$ cat config.mk
export PLATFORM = sky130hd
export DESIGN_NAME = fetch_prefetch_unit
export DESIGN_NICKNAME = d
export VERILOG_FILES = /design/src/rtl/fetch_prefetch_unit.sv
export SDC_FILE = /design/constraint.sdc
export NUM_CORES = 1
export LEC_CHECK = 0
export CORE_MARGIN = 2
export CORE_UTILIZATION = 40
export DETAILED_ROUTE_END_ITERATION = 16
export GPL_TIMING_DRIVEN = 0
export PLACE_DENSITY = 0.65
export SLEW_MARGIN = 20
export SYNTH_ARGS = -nofsm -noshare
export SYNTH_HDL_FRONTEND = slang
export SYNTH_SLANG_ARGS = --single-unit
$ cat constraint.sdc
create_clock -name clk -period 3.6 [get_ports clk]
set_input_delay 1.08 -clock clk [delete_from_list [all_inputs] [get_ports clk]]
set_output_delay 1.08 -clock clk [all_outputs]
set_load 0.005 [all_outputs]
$ cat src/rtl/fetch_prefetch_unit.sv
// Instruction-fetch front end: credit-limited in-order imem requests feeding a
// DEPTH-entry prefetch queue, with execute-stage redirect and response squashing.
module fetch_prefetch_unit #(
  parameter int unsigned           DATA_WIDTH = 32,
  parameter int unsigned           DEPTH      = 4,
  parameter logic [DATA_WIDTH-1:0] RESET_PC   = '0
) (
  input  logic                       clk,
  input  logic                       rst_n,
  input  logic                       trigger_i,
  input  logic                       redirect_i,
  input  logic [DATA_WIDTH-1:0]      redirect_pc_i,
  output logic                       imem_req_o,
  output logic [DATA_WIDTH-1:0]      imem_addr_o,
  input  logic                       imem_ready_i,
  input  logic                       imem_rvalid_i,
  input  logic [DATA_WIDTH-1:0]      imem_rdata_i,
  output logic                       instr_valid_o,
  output logic [DATA_WIDTH-1:0]      instr_o,
  output logic [DATA_WIDTH-1:0]      pc_o,
  output logic [DATA_WIDTH-1:0]      pc_plus_4_o,
  input  logic                       instr_ready_i,
  output logic                       running_o,
  output logic [$clog2(DEPTH):0]     occupancy_o
);

  localparam int unsigned PtrW = $clog2(DEPTH);
  localparam int unsigned CntW = PtrW + 1;
  localparam logic [CntW:0] DepthLim = DEPTH[CntW:0];

  logic                  running_q;
  logic [DATA_WIDTH-1:0] fetch_pc_q, fetch_pc_d;
  logic [DATA_WIDTH-1:0] resp_pc_q, resp_pc_d;
  logic [CntW-1:0]       outstanding_q, outstanding_d;
  logic [CntW-1:0]       drop_cnt_q, drop_cnt_d;
  logic [CntW-1:0]       occ_q, occ_d;
  logic [PtrW-1:0]       wr_ptr_q, wr_ptr_d;
  logic [PtrW-1:0]       rd_ptr_q, rd_ptr_d;
  logic [DATA_WIDTH-1:0] instr_mem [DEPTH];
  logic [DATA_WIDTH-1:0] pc_mem    [DEPTH];

  logic [CntW:0]         credit_used;
  logic                  accept, drop_resp, push, pop;
  logic [DATA_WIDTH-1:0] target;
  logic                  unused_pc_lsb;

  assign unused_pc_lsb = ^redirect_pc_i[1:0];
  assign target        = {redirect_pc_i[DATA_WIDTH-1:2], 2'b00};

  // In-flight plus buffered fetches never exceed DEPTH, so responses always fit.
  assign credit_used = {1'b0, outstanding_q} + {1'b0, occ_q};
  assign imem_req_o  = running_q & ~redirect_i & (credit_used < DepthLim);
  assign imem_addr_o = fetch_pc_q;

  assign accept    = imem_req_o & imem_ready_i;
  assign drop_resp = imem_rvalid_i & (drop_cnt_q != '0);
  assign push      = imem_rvalid_i & (drop_cnt_q == '0) & ~redirect_i;
  assign pop       = instr_valid_o & instr_ready_i & ~redirect_i;

  always_comb begin
    fetch_pc_d    = fetch_pc_q;
    resp_pc_d     = resp_pc_q;
    drop_cnt_d    = drop_cnt_q;
    occ_d         = occ_q;
    wr_ptr_d      = wr_ptr_q;
    rd_ptr_d      = rd_ptr_q;
    outstanding_d = outstanding_q + CntW'(accept) - CntW'(imem_rvalid_i);
    if (redirect_i) begin
      fetch_pc_d = target;
      resp_pc_d  = target;
      occ_d      = '0;
      wr_ptr_d   = '0;
      rd_ptr_d   = '0;
      // Every fetch still in flight after this cycle is squashed.
      drop_cnt_d = outstanding_q - CntW'(imem_rvalid_i);
    end else begin
      if (accept)    fetch_pc_d = fetch_pc_q + DATA_WIDTH'(4);
      if (drop_resp) drop_cnt_d = drop_cnt_q - CntW'(1);
      if (push) begin
        resp_pc_d = resp_pc_q + DATA_WIDTH'(4);
        wr_ptr_d  = wr_ptr_q + PtrW'(1);
      end
      if (pop) rd_ptr_d = rd_ptr_q + PtrW'(1);
      occ_d = occ_q + CntW'(push) - CntW'(pop);
    end
  end

  always_ff @(posedge clk or negedge rst_n) begin
    if (!rst_n) begin
      running_q     <= 1'b0;
      fetch_pc_q    <= RESET_PC;
      resp_pc_q     <= RESET_PC;
      outstanding_q <= '0;
      drop_cnt_q    <= '0;
      occ_q         <= '0;
      wr_ptr_q      <= '0;
      rd_ptr_q      <= '0;
    end else begin
      running_q     <= running_q | trigger_i;
      fetch_pc_q    <= fetch_pc_d;
      resp_pc_q     <= resp_pc_d;
      outstanding_q <= outstanding_d;
      drop_cnt_q    <= drop_cnt_d;
      occ_q         <= occ_d;
      wr_ptr_q      <= wr_ptr_d;
      rd_ptr_q      <= rd_ptr_d;
    end
  end

  always_ff @(posedge clk) begin
    if (push) begin
      instr_mem[wr_ptr_q] <= imem_rdata_i;
      pc_mem[wr_ptr_q]    <= resp_pc_q;
    end
  end

  assign running_o     = running_q;
  assign occupancy_o   = occ_q;
  assign instr_valid_o = (occ_q != '0);
  assign instr_o       = instr_valid_o ? instr_mem[rd_ptr_q] : '0;
  assign pc_o          = instr_valid_o ? pc_mem[rd_ptr_q] : '0;
  assign pc_plus_4_o   = instr_valid_o ? pc_mem[rd_ptr_q] + DATA_WIDTH'(4) : '0;

endmodule

-- Word level (Yosys, flattened, before mapping)
Memory sizes are Yosys's and may differ from the RTL's.
Index checks and enable logic that the tools add are counted.
- add/subtract/negate cells: 12
- order comparisons: 1
- multiplexer cells: 16
- bitwise logic cells: 10
- reduce and logical (&&, ||, !) cells: 7
- operator list (operator ; count):
    $mux W32 ; 7
    $add A32 B3 Y32 const B ; 3
    $mux W3 ; 3
    $sub A3 B1 Y3 ; 3
    $and A1 B1 Y1 ; 8
    $mux W2 ; 4
    $reduce_bool A2 Y1 ; 4
    $add A3 B1 Y3 ; 2
    $reduce_bool A3 Y1 ; 2
    $add A2 B1 Y2 const B ; 2
    $add A3 B3 Y4 ; 1
    $lt A4 B3 Y1 const B ; 1
    $logic_not A3 Y1 ; 1
    $sub A3 B1 Y3 const B ; 1
    $mux W1 ; 2
    $not A1 Y1 ; 1
    $or A1 B1 Y1 ; 1
- flip-flop bits (word level): 78
- memory bits (writable): 256
- input port bits: 71
- output and inout bits: 134
- word-level logic and storage cells: 56
- memories: 2
- memories (memory ; words ; width ; rd ports ; clocked after memory_dff ; write ports ; RTL line ; source):
    instr_mem ; 4 ; 32 ; 1 ; 0 ; 1 ; 39 ; logic [DATA_WIDTH-1:0] instr_mem [DEPTH];
    pc_mem ; 4 ; 32 ; 1 ; 0 ; 1 ; 40 ; logic [DATA_WIDTH-1:0] pc_mem [DEPTH];

-- Longest topological paths before layout
- word-level depth: 6
- gate-level depth with buffers: 12
- depth with buffers taken out: 12

-- Worst setup path before layout
No wires, ideal clock.
- path type: in2reg
- start: in redirect_i
- end: mem instr_mem[0][0] (enable)
- library setup time: 0.427 ns
- arrival time: 3.179 ns
- data required time: 3.173 ns
- path slack: -0.006 ns
- cell stages on the path: 4
- path buffers: 2
- path through: clkbuf_1 inv_1 clkbuf_1 and3_1
- longest elaborated chain between the ends: 4
- RTL lines (element ; RTL line ; source):
    from (decl) ; 11 ; input logic redirect_i,
    $not A1 Y1 ; 57 ; assign push = imem_rvalid_i & (drop_cnt_q == '0) & ~redirect_i;
    $and A1 B1 Y1 ; 57 ;
    $mux W1 ; 111 ; if (push) begin
    $mux W1 (not written as such) ; 112 ; instr_mem[wr_ptr_q] <= imem_rdata_i;
    to (decl) ; 39 ;
No other way between the ends.

-- Worst setup path in the final report
- start: reg rd_ptr_q[0]
- end: out pc_plus_4_o[27]
- longest elaborated chain between the ends: 3
- RTL lines (element ; RTL line ; source):
    from (decl) ; 38 ; logic [PtrW-1:0] rd_ptr_q, rd_ptr_d;
    from (signal assigned) ; 106 ; rd_ptr_q <= rd_ptr_d;
    $mem_v2 Z4 W32 ; n/a ;
    $add A32 B3 Y32 ; 122 ; assign pc_plus_4_o = instr_valid_o ? pc_mem[rd_ptr_q] + DATA_WIDTH'(4) : '0;
    $mux W32 ; 122 ;
    to (decl) ; 21 ; output logic [DATA_WIDTH-1:0] pc_plus_4_o,
No other way between the ends.

==> reports/metrics.yaml <==
sta:
  finalCritPeriodShare_pct: 114
  skew_ns: 0.0300
  timing_worst_slew_pin_value_ns: 0.717
  timing_max_transition_violations_final: 0
  rsz0062_at_grt: "yes"
  final-hold-violation-count: 0
  setup_total_negative_slack_ns: -11.20
  fin_crit_ns: 4.11
  max_clock_freq_ghz: 0.244
  report.final.setup_viol: 57
  setup_ws_ns: -0.506
  max_slew_margin_pct: 52.2
floorplan:
  io_pins: 205
  die_area_um2: 37700
  height_of_the_die_um: 194
  num_rows: 69
  start_util_pct: 40.6
  die_w_um: 194
  design.core.area_um2: 35600
synth:
  async_reset_ff_share_pct: 23.0
  postSynth.topFlopCell: "sky130_fd_sc_hd__edfxtp_1"
  cell_area_after_synthesis_um2: 14500
  edff_count_synth: 248
  synth.yosys.seq_area_share_pct: 64.3
  yosys_register_bits: 322
  yosysWarnings: 0
  post_synth_cell_types: 62
  synth_cells: 979
  avgSynthCellArea_um2: 14.8
clock_tree:
  cts_htree_levels: 2
  cts.root.buffer_cell: "sky130_fd_sc_hd__clkbuf_16"
  clock_tree_from_tritoncts: "done"
  numClockSinks: 322
  path_clk_slew_ns: 0.06
  max-clock-path-buffers: 3
  clk_latency_ns: 0.52
  cts_buffers: 35
detailed_routing:
  route.detailed.vias_per_inst: 5.32
  routed_wl_mm: 37.3
  postRouteAntennaNets: 0
  drcViolationCount: 0
  drt_pre_antenna_iters: 5
  via_count: 9679
  routedWlPerCell_um: 20.5
  detail_route.iter0.violations: 680
layout:
  fin_nets: 1423
  fillerInstances: 2876
  area_delta_synth_final_pct: 37.7
  post_route_cells_drive_above_1_share_pct: 32.1
  n_antenna_cell: 0
  finalInstanceArea_um2: 19900
grt:
  antenna_found_initial: 0
  globalRoute.totalOverflow: 0
  grt_first_pass_wirelength_mm: 58.0
  grt_pass1_vias: 9909
  grt_max_degree: 53
  globalRouteTotalUtil_pct: 19.7
power_and_ir_drop:
  power.static_leakage_nw: 7.49
  irDropWorstVdd_uv: 386
  p_per_area_nw_per_um2: 667
hold_path:
  hold_class: "primary input to async pin"
worst_setup_path:
  crit_path_cell_trace: "buf_12, buf_12, buf_16, mux4_2, and4_4, nand4b_4, buf_6, or3_1, a21oi_2, buf_2"
  cp_common_cell: "sky130_fd_sc_hd__buf_12"
  critical_path.max_fanout: 6
  timing.setup.critical_path_class: "register to output pin"
  crit_path_top_delay_cell: "sky130_fd_sc_hd__dfrtp_2"
  critical_path.endpoint_type: "output pin"
  critPathRequiredTime_ns: 2.52
  critPathMaxStageDelay_ns: 0.42
  timing.critical_path.from_type: "register"
  timing.critical_path.arrival_ns: 3.03
place:
  place_worst_setup_slack_ns: -0.683
  dpl_cell_area_um2: 17100
  placer_congestion_estimate: 0.875
  portBuffers: 196
  dp_hpwl_mm: 24.1
status:
  outcome: "finished, violations left"
  failed_checks: "setup timing"
flow_run:
  max_cap_violations: 0
cell type report:
| cell class | instances | area (um2) | area share [%] |
|---|---|---|---|
| Buffer | 48 | 337 | 1.69 |
| Clock buffer | 45 | 935 | 4.70 |
| Clock inverter | 19 | 248 | 1.24 |
| Inverter | 30 | 119 | 0.597 |
| Multi-Input combinational cell | 581 | 5260 | 26.4 |
| Sequential cell | 322 | 9300 | 46.8 |
| Tap cell | 461 | 577 | 2.90 |
| Timing Repair Buffer | 315 | 3130 | 15.7 |
per-layer routing:
layer  vias up  GRT usage (%)  share of wire, %
li1       4430              -                 -
met1      4870           28.2                45
met2       327           31.2                47
met3        52           3.37               6.0
met4         0           5.70               2.4
met5         -              0                 0
synth_stat cells (22+ instances only):
master / number / share of area, %
sky130_fd_sc_hd__nand2_1: 57 / 1.5
sky130_fd_sc_hd__and2_1: 65 / 2.8
sky130_fd_sc_hd__nor2_1: 52 / 1.4
sky130_fd_sc_hd__xnor2_1: 46 / 2.8
sky130_fd_sc_hd__mux4_2: 62 / 9.7
sky130_fd_sc_hd__edfxtp_1: 248 / 52
sky130_fd_sc_hd__dfrtp_1: 74 / 13
sky130_fd_sc_hd__nand3_1: 31 / 1.1
sky130_fd_sc_hd__nor3_1: 22 / 0.76
sky130_fd_sc_hd__inv_1: 29 / 0.75
sky130_fd_sc_hd__clkbuf_1: 30 / 0.78
sky130_fd_sc_hd__o21ai_0: 42 / 1.5
final timing paths:
check                      slack, ns                          end  cells past startpoint                      from
setup / recovery               -0.51              pc_plus_4_o[27]                     10   rd_ptr_q[0]$_DFFE_PN0P_
hold / removal                  0.47  imem_addr_o[12]$_DFFE_PN0P_                      1                     rst_n
setup reg to reg                0.50   outstanding_q[2]$_DFF_PN0_                     11  occupancy_o[2]$_DFF_PN0_
hold reg to reg                 0.51          running_o$_DFF_PN0_                      1       running_o$_DFF_PN0_
max in group asynchronous       2.51     occupancy_o[1]$_DFF_PN0_                      2                     rst_n
min in group clk                0.51          running_o$_DFF_PN0_                      1       running_o$_DFF_PN0_
worst max-delay path, delay by kind of cell (launching register included):
family	cells	cell delay [ns]
flip-flops	1	0.42
multiplexers	1	0.36
AO/OA/AOI/OAI	1	0.16
AND/OR/NAND/NOR	3	0.85
buffers and inverters	5	0.72
report_power, final:
| group | switching [W] | internal [W] |
|---|---|---|
| Sequential | 0.000259 | 0.00426 |
| Clock | 0.00145 | 0.00222 |
| Combinational | 0.00219 | 0.00290 |
| Total | 0.00390 | 0.00938 |
metrics by stage:
step	std cells	utilization, %	power [W]	hold WS (ns)
floorplan	984	-	0.00648	0.477
global placement	1641	47.8	0.00836	0.477
detailed placement	1646	48.2	0.00841	0.483
CTS	1791	55.1	0.0131	0.462
global route	1821	55.9	0.0139	0.476
finish	1821	55.9	0.0133	0.466
cell usage in the layout (no fill, tap or decap), drive strengths merged, types with 7 or more instances in the layout:
| master | instances |
|---|---|
| o311ai | 7 |
| or3 | 10 |
| and3 | 16 |
| dlymetal6s2s | 8 |
| mux4 | 62 |
| nor2 | 52 |
| xor2 | 12 |
| ha | 17 |
| clkbuf | 98 |
| o21ai | 42 |
| nor3 | 23 |
| a21oi | 17 |
| nand3 | 32 |
| mux2 | 23 |
| and4 | 9 |
| dlygate4sd2 | 12 |
| inv | 30 |
| nor4 | 18 |
| xnor2 | 46 |
| dfrtp | 74 |
| and2 | 65 |
| nand4 | 17 |
| clkdlybuf4s50 | 110 |
| buf | 178 |
| edfxtp | 248 |
| clkinv | 11 |
| nand2 | 59 |
| o211ai | 10 |
state kept, by name, summed over array words and instances (netlist names):
register and cells:
rd_ptr_q 2, pc_mem 120, resp_pc_q 30, outstanding_q 3, drop_cnt_q 3, occupancy_o 3, running_o 1, wr_ptr_q 2
imem_addr_o 30, instr_mem 128
repair_timing:
item	4_1_cts	5_1_grt
endpoints found under the hold margin	0	0
hold buffers	0	0
setup buffers	76	40
pin swaps	55	32
setup endpoints to repair	94	62
gates cloned	5	0
gates resized for setup	367	126
logic make-up after synthesis:
| family | Yosys count | share of synthesized area, % |
|---|---|---|
| adders and majority gates | 19 | 1.75 |
| muxes | 88 | 11.7 |
| buffers and inverters | 81 | 2.63 |
| AOI/OAI and AO/OA | 90 | 3.71 |
| DFF | 322 | 64.3 |
| other | 1 | 0.0259 |
| and+or+nand+nor | 320 | 12.3 |
| xor gates and xnor gates | 58 | 3.51 |
No activity file was read; power rests on OpenSTA's default activity.
==> RTL edit (same flow settings) <==
The parameter `DATA_WIDTH` goes from 32 to 16.
--- a/src/rtl/fetch_prefetch_unit.sv
+++ b/src/rtl/fetch_prefetch_unit.sv
@@ -1,7 +1,7 @@
 // Instruction-fetch front end: credit-limited in-order imem requests feeding a
 // DEPTH-entry prefetch queue, with execute-stage redirect and response squashing.
 module fetch_prefetch_unit #(
-  parameter int unsigned           DATA_WIDTH = 32,
+  parameter int unsigned           DATA_WIDTH = 16,
   parameter int unsigned           DEPTH      = 4,
   parameter logic [DATA_WIDTH-1:0] RESET_PC   = '0
 ) (
Ports: changed (6 resized); port bits go from 205 to 109. No check against the original RTL was run, so the function may have changed too.
==> RTL edit against the unedited design <==
Non-clock buffer count down 214; worst setup slack gained 0.53 ns; utilization shrank 2.2 points; sequential cell count down 160; critical path depth is 3 lower; final area down 52%; critical endpoint is now instr_o[12]; clock skew decreased by 0.020 ns; sequential share of layout area increased by 1.7 points; power shrank 50%; worst hold slack gained 0.037 ns; combinational power is 53% lower; sequential power decreased by 48%; wire length fell by 58%; area after synthesis fell by 50%.
==> RTL edit: results (changes against the unedited design) <==
[outcome]
status = complete, no violations

[setup_path]
critPathMaxFanout = 10  ; +4
cp-endpoint = instr_o[12]
cp.arrival_ns = 2.50  ; -0.53 ns

[yosys]
synth_xor_area_share_pct = 4.69  ; +1.2 points
synth_edf_count = 120  ; -52%
yosysUniqueCellTypes = 43  ; -31%
synthAdderAreaFrac_pct = 3.47  ; +1.7 points
synth_common_cells = 120 x edfxtp_1, 42 x dfrtp_1, 36 x and2_1, 31 x nor2_1, 30 x mux4_2
synthTopCellsByArea = edfxtp_1 49%, dfrtp_1 14%, mux4_2 9.3%, and2_1 3.1%, ha_1 2.9%
syn_area_per_cell_sq_um = 14.9  ; +1.1%
synth-compound-area-share_pct = 2.47  ; -1.2 points
synth.area.mux_share_pct = 11.2  ; -0.47 points
ys_seq_area_share_pct = 63.9  ; -0.41 points

[placed_design]
pre_cts_ws_ns = -0.291  ; +0.392 ns
post-dp-hpwl_um = 10800  ; -55%
dp.cells = 827  ; -50%

[final_layout]
reg_top3 = instr_mem x64, pc_mem x56
fin_nets = 697  ; -51%

[detailed_routing]
via_per_inst = 5.16  ; -3.0%
routed_wl_um = 15800  ; -58%
via_count = 4544  ; -53%
drtIter0Drc = 414  ; -39%

[global_route]
grt_pass1_wl_um = 25600  ; -56%
grt_max_degree = 23  ; -57%
grt_pass1_vias = 4716  ; -52%

[pwr]
leakage_nw = 3.57  ; -52%
p_int_mw = 4.61  ; -51%

[clock_network]
htree_levels = 4  ; +2
clk_latency_ns = 0.42  ; -0.10 ns
cts_max_path_buffers = 2  ; -1

[timing]
fin_hold_ws_ns = 0.503  ; +0.0368 ns
fin_skew_ns = 0.00972  ; -0.0203 ns
timing.fmax_ghz = 0.280  ; +15%

==> RTL edit: timing repair <==
item	in CTS	in global routing
endpoints found under the setup margin	45	43
setup buffers	14	8
pin swaps	6	10
resized for setup	46	26
==> RTL edit: power groups by stage <==
stage | combinational [mW] | clock (mW) | sequential, mW
detailed placement | 2.24 | 0 | 2.36
CTS | 2.37 | 1.92 | 2.33
floorplan | 1.17 | 0 | 2.32
finish | 2.38 | 1.88 | 2.33
global route | 2.63 | 2.00 | 2.35
global placement | 2.18 | 0 | 2.35
==> RTL edit: worst min-delay path by stage <==
stage | startpoint | to
2_1_floorplan | running_o | running_o
3_3_place_gp | running_o | running_o
3_5_place_dp | running_o | running_o
4_1_cts | running_o | running_o
5_1_grt | running_o | running_o
6_report | running_o | running_o
==> RTL edit: cell families after synthesis <==
logic type	count (synthesis)
DFF	162
and+or+nand+nor	153
muxes	43
buffers and inverters	40
xor gates and xnor gates	39
AOI/OAI and AO/OA	31
adders and majority gates	19
other	1
==> RTL edit: metal layers <==
layer	wire length [um]	share of wire (%)	vias to the layer above	track usage [%]
li1	-	-	2105	-
met1	7390	47	2273	23.6
met2	7500	47	152	27.4
met3	797	5.0	14	4.18
met4	161	1.0	0	4.68
met5	0	0	-	0
==> RTL edit: worst max-delay path, stage by stage (launching register included) <==
cell and delay [ns]:
dfrtp_1 0.34, buf_6 0.11, buf_12 0.11, buf_6 0.19
buf_8 0.18, mux4_2 0.50, and2_1 0.19, clkdlybuf4s50_1 0.44
==> RTL edit: metrics by stage <==
stage	power (mW)	area, sq um
after detailed placement	4.60	8720
after global routing	6.98	9620
after global placement	4.54	8590
final	6.59	9620
after CTS	6.62	9550
after floorplan	3.49	7300
==> RTL edit: layout make-up <==
type,count,area (sq um)
tap,229,287
buffer,22,169
multi-input combinational,291,2530
timing repair buffer,127,1290
inverter,18,67.6
clock inverter,15,193
fill,1476,8280
sequential,162,4660
clock buffer,17,425
